==> src/rtl/boom_pkg.sv <==
// Shared definitions for the boom subsystem (movement engine and launch judge).
// Holds direction encodings, field limits, the launch-judge state encoding and
// the owner encoding carried on the owner bus.
package boom_pkg;

    typedef enum logic [1:0] {
        UP    = 2'd0,
        DOWN  = 2'd1,
        LEFT  = 2'd2,
        RIGHT = 2'd3
    } dir_e;

    localparam int unsigned X_MAX = 38;
    localparam int unsigned Y_MAX = 28;

    typedef enum logic [1:0] {
        S_IDLE     = 2'd0,
        S_LAUNCH   = 2'd1,
        S_FLIGHT   = 2'd2,
        S_COOLDOWN = 2'd3
    } state_e;

    localparam logic [1:0] OWNER_NONE = 2'd0;
    localparam logic [1:0] OWNER_P1   = 2'd1;
    localparam logic [1:0] OWNER_P2   = 2'd2;

endpackage

==> src/rtl/boom_hit_cmp.sv <==
// Combinational match of three engine booms against one head position.
// A boom only matches while it is inside the field and not already consumed.
// Ports:
//   boomN_x_i/boomN_y_i : boom N position (N = 1..3)
//   head_x_i/head_y_i   : head position under test
//   outside_i[2:0]      : boom has left the field
//   kill_i[2:0]         : boom already consumed this flight
//   match_o[2:0]        : per-boom live match
module boom_hit_cmp (
    input  logic [5:0] boom1_x_i,
    input  logic [5:0] boom1_y_i,
    input  logic [5:0] boom2_x_i,
    input  logic [5:0] boom2_y_i,
    input  logic [5:0] boom3_x_i,
    input  logic [5:0] boom3_y_i,
    input  logic [5:0] head_x_i,
    input  logic [5:0] head_y_i,
    input  logic [2:0] outside_i,
    input  logic [2:0] kill_i,
    output logic [2:0] match_o
);

    logic [2:0] pos_eq;

    always_comb begin
        pos_eq    = 3'b000;
        pos_eq[0] = (boom1_x_i == head_x_i) && (boom1_y_i == head_y_i);
        pos_eq[1] = (boom2_x_i == head_x_i) && (boom2_y_i == head_y_i);
        pos_eq[2] = (boom3_x_i == head_x_i) && (boom3_y_i == head_y_i);
        match_o   = pos_eq & ~outside_i & ~kill_i;
    end

endmodule

==> src/rtl/boom_launch_judge.sv <==
// Launch arbiter and hit judge for the two-player boom game.
// Edge-detects fire buttons, arbitrates round-robin between players, issues a
// one-cycle launch pulse, tracks the flight until the engine reports completion
// (or a timeout), scores hits of live booms against the opponent's head and
// enforces a cooldown before the next launch.
// Ports:
//   clk, rst_n                 : clock, synchronous active-low reset
//   fire1, fire2               : debounced fire button levels
//   head_x1/y1, head_x2/y2     : player head positions
//   boomN_x/y, outsideN        : engine boom positions and out-of-field flags
//   ready_next_boom            : engine flight-complete pulse
//   boom_active1/2             : launch pulse per player
//   boom_kill                  : booms consumed during the current flight
//   owner                      : current shooter (0 none, 1 p1, 2 p2)
//   hit1/hit2                  : one-cycle hit pulse per victim
//   hit_cnt1/2, dead1/2        : saturating hit counters and sticky dead flags
//   busy                       : not idle
module boom_launch_judge
    import boom_pkg::*;
#(
    parameter int unsigned COOLDOWN_CYCLES = 25,
    parameter int unsigned FLIGHT_TIMEOUT  = 4096,
    parameter int unsigned MAX_HITS        = 3
) (
    input  logic       clk,
    input  logic       rst_n,
    input  logic       fire1,
    input  logic       fire2,
    input  logic [5:0] head_x1,
    input  logic [5:0] head_y1,
    input  logic [5:0] head_x2,
    input  logic [5:0] head_y2,
    input  logic [5:0] boom1_x,
    input  logic [5:0] boom1_y,
    input  logic [5:0] boom2_x,
    input  logic [5:0] boom2_y,
    input  logic [5:0] boom3_x,
    input  logic [5:0] boom3_y,
    input  logic       outside1,
    input  logic       outside2,
    input  logic       outside3,
    input  logic       ready_next_boom,
    output logic       boom_active1,
    output logic       boom_active2,
    output logic [2:0] boom_kill,
    output logic [1:0] owner,
    output logic       hit1,
    output logic       hit2,
    output logic [1:0] hit_cnt1,
    output logic [1:0] hit_cnt2,
    output logic       dead1,
    output logic       dead2,
    output logic       busy
);

    localparam int unsigned FlW = (FLIGHT_TIMEOUT > 2) ? $clog2(FLIGHT_TIMEOUT) : 1;
    localparam int unsigned CdW = (COOLDOWN_CYCLES > 1) ? $clog2(COOLDOWN_CYCLES + 1) : 1;

    // Bit 0 is player1, bit 1 is player2 in all two-bit player vectors.
    state_e           state_q, state_d;
    logic [1:0]       fire_q, fire_prev_q;
    logic [1:0]       pend_q, pend_d;
    logic             rr_q, rr_d;        // 0: player1 wins a tie, 1: player2
    logic [1:0]       owner_q, owner_d;
    logic [2:0]       kill_q, kill_d;
    logic [1:0]       hit_q, hit_d;
    logic [1:0]       cnt1_q, cnt1_d;
    logic [1:0]       cnt2_q, cnt2_d;
    logic [1:0]       dead_q, dead_d;
    logic [FlW-1:0]   flight_cnt_q, flight_cnt_d;
    logic [CdW-1:0]   cool_cnt_q, cool_cnt_d;

    logic [1:0]       fire_edge;
    logic [1:0]       req;
    logic [1:0]       win_mask;
    logic [5:0]       opp_x, opp_y;
    logic [2:0]       match;

    assign fire_edge = fire_q & ~fire_prev_q;
    assign req       = (fire_edge | pend_q) & ~dead_q;

    // The opponent of the current shooter is the only head under test.
    assign opp_x = (owner_q == OWNER_P2) ? head_x1 : head_x2;
    assign opp_y = (owner_q == OWNER_P2) ? head_y1 : head_y2;

    boom_hit_cmp u_hit_cmp (
        .boom1_x_i (boom1_x),
        .boom1_y_i (boom1_y),
        .boom2_x_i (boom2_x),
        .boom2_y_i (boom2_y),
        .boom3_x_i (boom3_x),
        .boom3_y_i (boom3_y),
        .head_x_i  (opp_x),
        .head_y_i  (opp_y),
        .outside_i ({outside3, outside2, outside1}),
        .kill_i    (kill_q),
        .match_o   (match)
    );

    always_comb begin
        state_d      = state_q;
        pend_d       = (pend_q | fire_edge) & ~dead_q;
        rr_d         = rr_q;
        owner_d      = owner_q;
        kill_d       = kill_q;
        hit_d        = 2'b00;
        cnt1_d       = cnt1_q;
        cnt2_d       = cnt2_q;
        dead_d       = dead_q;
        flight_cnt_d = flight_cnt_q;
        cool_cnt_d   = cool_cnt_q;
        win_mask     = 2'b00;

        unique case (state_q)
            S_IDLE: begin
                if (|req) begin
                    if (req == 2'b11) begin
                        win_mask = rr_q ? 2'b10 : 2'b01;
                        rr_d     = ~rr_q;
                    end else begin
                        win_mask = req;
                    end
                    owner_d = win_mask[1] ? OWNER_P2 : OWNER_P1;
                    // Loser keeps its request latched for the next idle slot.
                    pend_d  = req & ~win_mask;
                    state_d = S_LAUNCH;
                end
            end
            S_LAUNCH: begin
                kill_d       = 3'b000;
                flight_cnt_d = '0;
                state_d      = S_FLIGHT;
            end
            S_FLIGHT: begin
                flight_cnt_d = flight_cnt_q + FlW'(1);
                if (|match) begin
                    kill_d = kill_q | match;
                    if (owner_q == OWNER_P2) begin
                        hit_d[0] = 1'b1;
                        if (cnt1_q != 2'd3) cnt1_d = cnt1_q + 2'd1;
                    end else begin
                        hit_d[1] = 1'b1;
                        if (cnt2_q != 2'd3) cnt2_d = cnt2_q + 2'd1;
                    end
                end
                // A hit in the exit cycle is still scored above.
                if (ready_next_boom || (flight_cnt_q == FlW'(FLIGHT_TIMEOUT - 1))) begin
                    owner_d    = OWNER_NONE;
                    cool_cnt_d = '0;
                    state_d    = S_COOLDOWN;
                end
            end
            S_COOLDOWN: begin
                if (cool_cnt_q == CdW'(COOLDOWN_CYCLES - 1)) begin
                    state_d = S_IDLE;
                end else begin
                    cool_cnt_d = cool_cnt_q + CdW'(1);
                end
            end
            default: state_d = S_IDLE;
        endcase

        dead_d[0] = dead_q[0] | (32'(cnt1_d) >= MAX_HITS);
        dead_d[1] = dead_q[1] | (32'(cnt2_d) >= MAX_HITS);
    end

    always_ff @(posedge clk) begin
        if (!rst_n) begin
            state_q      <= S_IDLE;
            fire_q       <= 2'b00;
            fire_prev_q  <= 2'b00;
            pend_q       <= 2'b00;
            rr_q         <= 1'b0;
            owner_q      <= OWNER_NONE;
            kill_q       <= 3'b000;
            hit_q        <= 2'b00;
            cnt1_q       <= 2'd0;
            cnt2_q       <= 2'd0;
            dead_q       <= 2'b00;
            flight_cnt_q <= '0;
            cool_cnt_q   <= '0;
        end else begin
            state_q      <= state_d;
            fire_q       <= {fire2, fire1};
            fire_prev_q  <= fire_q;
            pend_q       <= pend_d;
            rr_q         <= rr_d;
            owner_q      <= owner_d;
            kill_q       <= kill_d;
            hit_q        <= hit_d;
            cnt1_q       <= cnt1_d;
            cnt2_q       <= cnt2_d;
            dead_q       <= dead_d;
            flight_cnt_q <= flight_cnt_d;
            cool_cnt_q   <= cool_cnt_d;
        end
    end

    assign boom_active1 = (state_q == S_LAUNCH) && (owner_q == OWNER_P1);
    assign boom_active2 = (state_q == S_LAUNCH) && (owner_q == OWNER_P2);
    assign boom_kill    = kill_q;
    assign owner        = owner_q;
    assign hit1         = hit_q[0];
    assign hit2         = hit_q[1];
    assign hit_cnt1     = cnt1_q;
    assign hit_cnt2     = cnt2_q;
    assign dead1        = dead_q[0];
    assign dead2        = dead_q[1];
    assign busy         = (state_q != S_IDLE);

endmodule

==> config.mk <==
export PLATFORM = sky130hd
export DESIGN_NAME = boom_launch_judge
export DESIGN_NICKNAME = d
export VERILOG_FILES = /design/src/rtl/boom_pkg.sv /design/src/rtl/boom_hit_cmp.sv /design/src/rtl/boom_launch_judge.sv
export SDC_FILE = /design/constraint.sdc
export NUM_CORES = 1
export LEC_CHECK = 0
export ABC_AREA = 1
export BUFFER_PORTS_ARGS = -buffer_cell sky130_fd_sc_hd__clkbuf_2
export CORE_ASPECT_RATIO = 1.4
export CORE_MARGIN = 10
export CORE_UTILIZATION = 52
export CTS_CLUSTER_DIAMETER = 60
export CTS_CLUSTER_SIZE = 25
export DETAILED_ROUTE_END_ITERATION = 7
export GPL_TIMING_DRIVEN = 0
export MAX_ROUTING_LAYER = met4
export PLACE_DENSITY = 0.8
export SETUP_SLACK_MARGIN = 0.2
export SYNTH_ARGS = -nofsm -noshare
export SYNTH_HDL_FRONTEND = slang
export SYNTH_SLANG_ARGS = --single-unit
==> constraint.sdc <==
create_clock -name clk -period 2.1 [get_ports clk]
set_clock_uncertainty 0.2 [all_clocks]
set_input_delay 0.42 -clock clk [delete_from_list [all_inputs] [get_ports clk]]
set_output_delay 0.42 -clock clk [all_outputs]
set_load 0.05 [all_outputs]
# After elaboration in Yosys (flattened, before gate mapping)
# Cells that the tools add are included.
# word_totals
regBits	39
input_bits	68
out_inout_bits	16
word_cells	106
# op_classes
n_addsub	4
magnitude_cmp	2
eq_ne	21
muxes	32
bitwise_logic	15
n_reduce_logical	19
# ops
cell	n
2-bit two-way mux	20
6-bit equality test	6
12-bit case mux with 2 select lines	1
3-bit AND reduction	5
2-bit != test (second input constant)	7
12-bit by 1-bit adder with 12-bit output (second input constant)	1
12-bit equality test (second input constant)	1
6-bit two-way mux	2
5-bit two-way mux	2
5-bit case mux with 2 select lines	1
2-bit equality test (second input constant)	4
2-bit case mux with 4 select lines	1
2-bit nonzero test	4
2-bit AND	3
3-bit AND	2
2-bit NOT	3
3-bit NOT	2
3-bit case mux with 2 select lines	1
5-bit by 1-bit adder with 5-bit output (second input constant)	1
5-bit equality test (second input constant)	1
1-bit logical AND	5
2-bit by 1-bit adder with 2-bit output (second input constant)	2
2-bit by 1-bit equality test with 1-bit output (second input constant)	2
2-bit >= comparator (second input constant)	2
12 further kinds	14

# Logic depth before layout (Yosys ltp)
# Gate-level depths: netlist of run 1.
# logic_depth
word_depth	12
mapped_depth	16
ltp_nobuf	15

# Modules after synthesis
# From an unflattened synthesis of run 1, not the netlist that was laid out.
# hier_totals
cells_unflattened	439
area_unflattened_um2	2662.6
# modules_own_cells
mod	instances	cells_each	area_per_inst_um2	seq_area_each_um2
boom_launch_judge	1	278	2011.9	780.7
boom_hit_cmp	1	161	650.6	0.0

# Worst setup path before layout of run 1
# OpenSTA, ideal clock, no wires.
# synth_path
kind	flip-flop to output port
start	register owner_q[0], in the netlist owner[0]
end	output boom_active1
t_arrival_ps	2085
required_ps	1480
path_slack_ps	-605
stages_incl_launch_ff	4
n_path_buf	1
path_cell_list	dfxtp_1 > inv_2 > buf_2 > nor3_1
# synth_via
elab_chain_len	2
# synth_rtl
item	line	text
from (decl)	boom_launch_judge.sv:64	logic [1:0] owner_q, owner_d;
from (signal assigned)	boom_launch_judge.sv:188	owner_q <= owner_d;
2-bit by 1-bit equality test with 1-bit output	boom_launch_judge.sv:199	assign boom_active1 = (state_q == S_LAUNCH) && (owner_q == OWNER_P1);
1-bit logical AND	boom_launch_judge.sv:199	
to (decl)	boom_launch_judge.sv:43	output logic boom_active1,
# Every way passes these cells.

# Final worst setup path of run 1
# layout_path
start	register owner_q[0], in the netlist owner[0]
end	register dead_q[1]
# layout_via
elab_chain_len	11
word_cells_on_any_way	20
cone_classes	order compare (1); eq/ne (7); mux (5); bitwise (3); reduce/logical (4)
# layout_rtl
item	line	text
2-bit equality test (*)	boom_launch_judge.sv:83, boom_launch_judge.sv:84, boom_launch_judge.sv:138	
6-bit two-way mux, on equally long branches	boom_launch_judge.sv:83, boom_launch_judge.sv:84	
6-bit equality test, on equally long branches	boom_hit_cmp.sv:27, boom_hit_cmp.sv:28, boom_hit_cmp.sv:29	
1-bit logical AND, on equally long branches	boom_hit_cmp.sv:27, boom_hit_cmp.sv:28, boom_hit_cmp.sv:29	
3-bit AND (2 in a row)	boom_hit_cmp.sv:30	match_o = pos_eq & ~outside_i & ~kill_i;
3-bit OR reduction	boom_launch_judge.sv:136	if (|match) begin
2-bit two-way mux (*)	boom_launch_judge.sv:136	
2-bit two-way mux (*)	boom_launch_judge.sv:114	unique case (state_q)
2-bit >= comparator (*)	boom_launch_judge.sv:164	dead_d[1] = dead_q[1] | (32'(cnt2_d) >= MAX_HITS);
1-bit OR (*)	boom_launch_judge.sv:164	
to (signal assigned)	boom_launch_judge.sv:179	dead_q <= 2'b00;
to (signal assigned)	boom_launch_judge.sv:193	dead_q <= dead_d;
to (decl)	boom_launch_judge.sv:69	logic [1:0] dead_q, dead_d;
# Every way passes the cells marked *; elsewhere a longest branch is shown, timed or not.
# A chain may end at the register's enable or synchronous reset.

==> impl_summary.txt, run 1 <==
----------------------------------------------------
[Status]
  Result of the run ... finished with violations
  Failing checks ... negative setup slack

[Worst setup path]
  CP peak stage delay ... between 300 and 400 ps
  Data arrival time of the critical path ... roughly 2100 ps
  Reg2Reg Depth ... 14
  Type of origin of the critical path ... flop
  Cell type of the slowest stage on the worst timing path ... sky130_fd_sc_hd__dfxtp_4
  Most numerous cell on the critical path ... sky130_fd_sc_hd__nand2_1
  CP Capture Type ... flop
  WS Path Type ... reg2reg
  Critical Path RT ... around 2100 ps
  Maximum fanout along the worst path ... 8
  Sequence of cells on the critical path ... inv_8 > nand2_8 > buf_16 > nand2_1 > nand3_1 > nand2_1 > nand3_1 > nor2_2 > nand3_2 > nand3_4 > nand3_2 > nand2_1 > nand2_1 > o21bai_1

[Logic synthesis]
  Syn_nets ... between 500 and 600
  Distinct cell type count after synthesis ... 35
  Post-synthesis instance area ... between 2000 and 3000 sq um
  Average cell area after synthesis ... between 6 and 7 sq um
  Largest area contributor in the synthesized netlist ... sky130_fd_sc_hd__dfxtp_1
  Top area cells in the synthesized netlist ... sky130_fd_sc_hd__dfxtp_1 28%, sky130_fd_sc_hd__nand2_1 15%, sky130_fd_sc_hd__nand3_1 11%
  Share of the synthesized area in the top cell type ... between 20% and 30%
  Warnings from Yosys ... 0
  Proportion of synthesized chip area in sequential cells ... around 28%
  Register bit count reported by yosys ... 39
  Mapped Cells ... between 400 and 500

[Floorplanning]
  Effective utilization at floorplan ... between 50% and 60%
  Die Wd ... approximately 82 um
  Area inside the core boundary ... around 5200 sq um
  Top-level port count ... 84
  Die height ... 107 um
  Row count ... 31
  Area enclosed by the die boundary ... slightly below 9000 sq um

[Global route]
  Pin count of the biggest net entering global routing ... 13
  Global-route wire length before repair ... 13800 um
  Antenna violations before repair ... 0
  Tot GR Track Use ... 20.0%
  Via count of the first global-routing pass ... around 3200
  Global route overflow ... 0

[Clocking]
  H-tree level count ... 2
  Buffer levels on the longest clock path ... 2
  Clock slew seen by the registers of the worst setup and hold paths ... roughly 80 ps
  Clock sink total ... 39
  CTS root buf ... sky130_fd_sc_hd__clkbuf_8
  Clock latency reported for the late side of the worst-skew pair ... around 290 ps
  Clock tree from TritonCTS ... done
  Clock buffer count from CTS ... 5

[STA]
  Max-Slew Margin vs Limit ... between 60% and 70%
  RSZ-0062 raised after global routing ... yes
  Final-report max-slew violation count ... 0
  Transition at the pin with the smallest max-transition slack ... between 500 and 600 ps
  Tcrit/Tclk final ... 101%
  Setup-failing EPs final ... 2
  PnR worst setup slack ... -18.9 ps
  Final critical delay including setup and external delays ... 2120 ps
  Total count of hold-check failures in the final report ... 0
  Max Freq ... 472 MHz
  Final hold slack ... about 120 ps

[Placement]
  # port buffers ... between 80 and 90
  Hpwl dp ... ~6700 um
  Post-DP Area ... roughly 3300 sq um
  GPL Wtd Cong ... ~0.97

[Pwr]
  Combinational group share of total power ... between 50% and 60%
  Overall power consumption ... between 3 and 4 mW
  Sequential power share ... 27.9%
  Worst IR drop on VDD ... between 0.8 and 0.9 mV
  LEAKAGE ... just over 2 nW
  Switching part of the total ... a little under half
  Part of the power in the clock network ... between 10% and 20%
  Power density relative to cell area ... about 820 nW/um^2
  Internal power summed over all cells ... 1.80 mW
  Net switching power ... ~1.5 mW

[Final layout]
  Post-layout utilization of the core ... roughly 77%
  Syn-to-layout area delta ... 43.1%
  Post-layout instance area ... ~4000 sq um
  Area used by multi-input combinational logic ... a little under 2000 sq um
  Share of post-route cells with drive strength above 1 ... between 30% and 40%
  Antenna diode count ... 0
  Layout net count ... around 640
  Fill cells ... roughly 380
  Register Area ... ~800 sq um

[Route]
  Routed length per instance ... between 15 and 20 um
  Final WL ... ~9600 um
  Iter 0 DRT Violations ... 113
  DRC errors left ... 0
  Number of iterations in the first detailed-routing pass ... 5
  Routed via count divided by cell count ... ~5.5
  Total number of vias ... between 3000 and 4000
  Final antenna-violating net count ... 0

[Worst hold path]
  Kind of path behind the tightest hold check ... in2reg
  Min-Delay Path Depth ... 3

[Run]
  Number of max-cap violations ... 0

----------------------------------------------------
## metrics by stage
step | setup slack (ps) | cells | TNS [ps]
2_1_floorplan | 142 | 453 | 0
5_1_grt | -189 | 631 | -1190
3_5_place_dp | -113 | 601 | -221
3_3_place_gp | -7.42 | 601 | -12.4
4_1_cts | -1.39 | 620 | -1.39
6_report | -18.9 | 631 | -20.2
## kinds of logic after synthesis
group / Yosys count / synth area share (%)
compound gates: 54 / 11.1
buf+inv: 89 / 13.0
flops: 39 / 27.9
fa+ha+maj: 7 / 3.13
simple gates: 262 / 44.2
xor+xnor: 2 / 0.625
## layout by cell type (no fill, tap or decap), types with 3 or more instances in the layout
master and instances:
sky130_fd_sc_hd__nand2_1 101, sky130_fd_sc_hd__clkbuf_2 80, sky130_fd_sc_hd__inv_1 75, sky130_fd_sc_hd__nand3_1 50, sky130_fd_sc_hd__dfxtp_1 30, sky130_fd_sc_hd__nand3b_1 25
sky130_fd_sc_hd__nor2_1 23, sky130_fd_sc_hd__a21oi_1 21, sky130_fd_sc_hd__buf_4 18, sky130_fd_sc_hd__nand3_2 14, sky130_fd_sc_hd__nand2_2 11, sky130_fd_sc_hd__nor2_2 9
sky130_fd_sc_hd__buf_8 7, sky130_fd_sc_hd__o21ai_0 7, sky130_fd_sc_hd__o21ai_1 6, sky130_fd_sc_hd__nand2_4 5, sky130_fd_sc_hd__clkbuf_8 5, sky130_fd_sc_hd__dfxtp_4 5
sky130_fd_sc_hd__nor3_4 4, sky130_fd_sc_hd__nor2_4 4, sky130_fd_sc_hd__a211oi_1 4, sky130_fd_sc_hd__ha_1 4, sky130_fd_sc_hd__dfxtp_2 4, sky130_fd_sc_hd__a21oi_2 3
sky130_fd_sc_hd__nor3_1 3, sky130_fd_sc_hd__nand3_4 3, sky130_fd_sc_hd__o211ai_1 3, sky130_fd_sc_hd__ha_4 3, sky130_fd_sc_hd__clkinv_2 3, sky130_fd_sc_hd__buf_6 3
## cells in the mapped netlist, drive strengths merged
cell	number
nor2	36
a21oi	24
ha	7
xor2	1
a211oi	4
o21ai	15
nand4	2
nand3	67
nand2	118
xnor2	1
inv	79
nand3b	25
a31oi	2
o31ai	1
o211ai	3
nor3b	3
o221ai	2
dfxtp	39
nor3	9
or2	2
o21bai	3
clkbuf	2
buf	8
## power groups by stage
stage                     Clock, mW  Sequential [mW]  Combinational [mW]
final                         0.481            0.916                1.89
after global routing          0.513            0.927                2.03
after CTS                     0.496            0.908                1.65
after detailed placement          0            0.899                1.33
after floorplan                   0            0.932               0.945
after global placement            0            0.897                1.31
## final cells by class
| cell class | instances | share of cell area, % |
|---|---|---|
| clock buffer | 5 | 1.72 |
| sequential | 39 | 20.1 |
| clock inverter | 3 | 0.374 |
| timing repair buffer | 104 | 15.6 |
| inverter | 79 | 7.83 |
| buffer | 10 | 2.81 |
| multi-input combinational | 325 | 49.5 |
| tap | 66 | 2.06 |
## state kept, by name, indices dropped and copies added (netlist names)
register	count
flight_cnt_q	12
cool_cnt_q	5
boom_kill	3
dead_q	2
fire_prev_q	2
fire_q	2
hit_cnt1	2
hit_cnt2	2
hit_q	2
owner	2
pend_q	2
state_q	2
rr_q	1
## path summary, 6_finish.rpt
kind	slack, ps	startpoint	end
worst max register to register	-20	owner[0]$_SDFFE_PN0P_	dead_q[1]$_SDFF_PN0_
worst min-delay path	120	fire1	fire_q[0]$_SDFF_PN0_
worst min register to register	220	fire_q[0]$_SDFF_PN0_	fire_prev_q[0]$_SDFF_PN0_
worst max-delay path	-20	owner[0]$_SDFFE_PN0P_	dead_q[1]$_SDFF_PN0_
## metal layers
metal / GRT usage (%) / wire length [um] / vias to the layer above
met5: - / 0 / -
met4: 12.2 / 461 / 0
met3: 3.68 / 762 / 40
met2: 35.7 / 4940 / 162
met1: 18.9 / 3410 / 1551
li1: - / - / 1688
## critical path: cells and delay by family, from the launching register on
family / cells / cell delay (ps)
AOI/OAI and AO/OA: 1 / 160
DFF: 1 / 370
and+or+nand+nor: 11 / 1070
buffers and inverters: 2 / 230
## repair_timing
item / CTS / global route
setup endpoints to repair: 30 / 25
hold buffers: 0 / 0
pin swaps: 16 / 15
gates cloned: 1 / 0
buffers inserted: 10 / 11
resized for setup: 62 / 54
No activity file was read; power rests on OpenSTA's default activity.
==> run 2, diff against run 1 <==
--- a/config.mk
+++ b/config.mk
@@ -10,10 +10,9 @@
 export CORE_ASPECT_RATIO = 1.4
 export CORE_MARGIN = 10
 export CORE_UTILIZATION = 52
-export CTS_CLUSTER_DIAMETER = 60
+export CTS_CLUSTER_DIAMETER = 200
 export CTS_CLUSTER_SIZE = 25
 export DETAILED_ROUTE_END_ITERATION = 7
-export GPL_TIMING_DRIVEN = 0
 export MAX_ROUTING_LAYER = met4
 export PLACE_DENSITY = 0.8
 export SETUP_SLACK_MARGIN = 0.2
==> run 2 against run 1 <==
Setup slack lost 51 ps. Via count up 4.0%. First-iteration DRC count grew 110%. The flow still finishes with violations (negative setup slack). Highest routed layer unchanged.
==> impl_summary.txt, run 2 (same netlist as run 1, synthesis figures left out) <==
----------------------------------------------------
[Pwr]
  Worst IR drop on VDD ... 0.766 mV (-10%)
  Combinational group share of total power ... 58.7% (+1.3 points)
  Power density relative to cell area ... 879 nW/um^2 (+7.2%)
  Internal power summed over all cells ... 2.13 mW (+18%)
  Switching part of the total ... 43.1% (-2.0 points)
  Net switching power ... 1.61 mW (+8.7%)
  Sequential power share ... 23.9% (-4.0 points)
  Part of the power in the clock network ... 17.5% (+2.8 points)
  LEAKAGE ... 2.09 nW (+3.8%)

[Worst setup path]
  Reg2Reg Launch Point ... owner[0]$_SDFFE_PN0P_
  Data arrival time of the critical path ... 2210 ps (+70 ps)
  Internal reg-to-reg setup slack ... -70 ps (-50 ps)
  Reg2Reg Depth ... 15 (+1)
  Reg-to-Reg End ... dead_q[1]$_SDFF_PN0_
  CP Capture Type ... flop
  Type of origin of the critical path ... flop
  Maximum fanout along the worst path ... 7 (-1)
  Critical Path RT ... 2140 ps (+20 ps)
  WS Path Type ... reg2reg

[Floorplanning]
  Area enclosed by the die boundary ... 8770 sq um (unchanged)
  Top-level port count ... 84 (unchanged)
  Die Wd ... 82.0 um (unchanged)
  Die height ... 107 um (unchanged)
  Area inside the core boundary ... 5200 sq um (unchanged)
  Effective utilization at floorplan ... 53.9% (unchanged)
  Row count ... 31 (unchanged)

[Route]
  Total number of vias ... 3578 (+4.0%)
  Number of iterations in the first detailed-routing pass ... 5 (unchanged)
  Final WL ... 10100 um (+5.2%)
  DRC errors left ... 0 (unchanged)
  Final antenna-violating net count ... 0 (unchanged)
  Routed length per instance ... 15.6 um (+2.7%)
  Routed via count divided by cell count ... 5.54 (+1.6%)
  Iter 0 DRT Violations ... 235 (+110%)

[STA]
  RSZ-0062 raised after global routing ... yes
  Total count of hold-check failures in the final report ... 0 (unchanged)
  Final-report max-slew violation count ... 0 (unchanged)
  Setup-failing EPs final ... 4 (+2)
  Final critical delay including setup and external delays ... 2170 ps (+51.4 ps)
  PnR worst setup slack ... -70.2 ps (-51.4 ps)
  Post-Route Setup TNS ... -183 ps (-163 ps)
  Max Freq ... 461 MHz (-2.4%)
  Max-Slew Margin vs Limit ... 66.8% (+2.4 points)
  Tcrit/Tclk final ... 103% (+2.4 points)
  Transition at the pin with the smallest max-transition slack ... 494 ps (-39.7 ps)

[Run]
  Number of max-cap violations ... 0 (unchanged)

[Placement]
  Hpwl dp ... 6650 um (-0.93%)
  Worst slack, placed ... -108 ps (+5.62 ps)
  Number of cells after detailed placement ... 609 (+1.3%)
  # port buffers ... 83 (+1.2%)
  GPL Wtd Cong ... 0.928 (-3.9%)

[Worst hold path]
  Kind of path behind the tightest hold check ... in2reg
  Min-Delay Path Depth ... 3 (unchanged)
  Hold Crit Start ... fire1
  Hold Crit Endpoint ... fire_q[0]$_SDFF_PN0_

[Global route]
  Global route overflow ... 0 (unchanged)
  Global-route wire length before repair ... 14300 um (+3.3%)
  Antenna violations before repair ... 0 (unchanged)
  Tot GR Track Use ... 20.6% (+0.63 points)
  Via count of the first global-routing pass ... 3353 (+3.5%)
  Pin count of the biggest net entering global routing ... 17 (+4)

[Final layout]
  Commonest cells after routing, fill and taps aside ... 94 x sky130_fd_sc_hd__nand2_1, 80 x sky130_fd_sc_hd__clkbuf_2, 74 x sky130_fd_sc_hd__inv_1
  Share of post-route cells with drive strength above 1 ... 39.3% (+4.1 points)
  Syn-to-layout area delta ... 51.9%
  Register with the highest flop count ... flight_cnt_q
  Commonest non-fill, non-tap cell in the layout ... sky130_fd_sc_hd__nand2_1
  Antenna diode count ... 0 (unchanged)
  Filler-free cell count of the finished design ... 646 (+2.4%)
  Flip-flop count of the largest register, all copies and words added ... 12 (unchanged)
  Post-layout utilization of the core ... 81.9% (+4.7 points)
  Layout net count ... 654 (+2.3%)

[Clocking]
  Clock buffer count from CTS ... 5 (unchanged)
  Buffer levels on the longest clock path ... 2 (unchanged)
  Clock tree from TritonCTS ... done
  Clock latency reported for the late side of the worst-skew pair ... 300 ps (about the same)
  Clock sink total ... 39 (unchanged)
  Clock slew seen by the registers of the worst setup and hold paths ... 80 ps (about the same)
  H-tree level count ... 2 (unchanged)
  CTS root buf ... sky130_fd_sc_hd__clkbuf_8

[Status]
  Result of the run ... finished with violations
  Failing checks ... negative setup slack

----------------------------------------------------
run 2: cell count changes in the layout (fill, tap and decap cells not counted), moves of 4 or more:
cell / delta
sky130_fd_sc_hd__nand2_2: +9
sky130_fd_sc_hd__o21ai_1: -4
sky130_fd_sc_hd__buf_4: +13
sky130_fd_sc_hd__nand3_4: +4
sky130_fd_sc_hd__nand2_1: -7
run 2: area by class of cell:
type                            count  area [sq um]
Clock buffer                        6          82.6
Clock inverter                      2          35.0
Timing Repair Buffer              127           881
Sequential cell                    39           797
Inverter                           79           314
Multi-Input combinational cell    327          2060
Tap cell                           66          82.6
Fill cell                         326           942
run 2: stage by stage:
step           hold slack, ps  area (sq um)  total power, mW
6_report                  105          4260             3.74
5_1_grt                   129          4260             3.93
4_1_cts                   106          3830             3.25
3_5_place_dp              221          3390             2.24
3_3_place_gp              214          3390             2.21
2_1_floorplan             207          2840             1.88
run 2: worst max-delay path by stage:
stage	from	to	slack, ps
2_1_floorplan	owner[0]$_SDFFE_PN0P_	dead_q[0]$_SDFF_PN0_	140
3_3_place_gp	owner[0]$_SDFFE_PN0P_	hit_cnt1[0]$_SDFF_PN0_	-50
3_5_place_dp	owner[0]$_SDFFE_PN0P_	hit_cnt1[0]$_SDFF_PN0_	-110
4_1_cts	owner[0]$_SDFFE_PN0P_	dead_q[1]$_SDFF_PN0_	40
5_1_grt	owner[0]$_SDFFE_PN0P_	dead_q[1]$_SDFF_PN0_	-210
6_report	owner[0]$_SDFFE_PN0P_	dead_q[1]$_SDFF_PN0_	-70
run 2: critical path, cell delays in order, from the launching register on:
cell and delay [ps]:
sky130_fd_sc_hd__dfxtp_4 390, sky130_fd_sc_hd__clkinv_8 110, sky130_fd_sc_hd__buf_12 170, sky130_fd_sc_hd__nand3_4 70, sky130_fd_sc_hd__nand2_4 70, sky130_fd_sc_hd__nand2_1 90, sky130_fd_sc_hd__nand2_1 70, sky130_fd_sc_hd__nor2_2 140
sky130_fd_sc_hd__nand2_1 80, sky130_fd_sc_hd__nor2_2 110, sky130_fd_sc_hd__nand3_1 100, sky130_fd_sc_hd__nand3_2 140, sky130_fd_sc_hd__nand3_1 100, sky130_fd_sc_hd__nand2_1 90, sky130_fd_sc_hd__nand2_2 60, sky130_fd_sc_hd__o21bai_1 120
run 2: repair_timing:
action                                  CTS  global route
pin swaps                                 8            17
gates resized for setup                  47            83
hold buffers                              0             0
cloned                                    3             1
setup buffers                            16             9
endpoints found under the setup margin   21            28
run 2: power groups by stage:
stage | registers (mW) | clock network, mW | logic [mW]
floorplan | 0.932 | 0 | 0.945
global placement | 0.886 | 0 | 1.33
detailed placement | 0.889 | 0 | 1.35
CTS | 0.879 | 0.659 | 1.71
global route | 0.901 | 0.680 | 2.34
finish | 0.893 | 0.653 | 2.19
run 2: per-layer routing:
layer	global-route usage [%]	part of all wire, %
met4	10.4	4.7
met3	3.93	8.9
met1	18.9	34
met5	-	0
met2	38.4	52
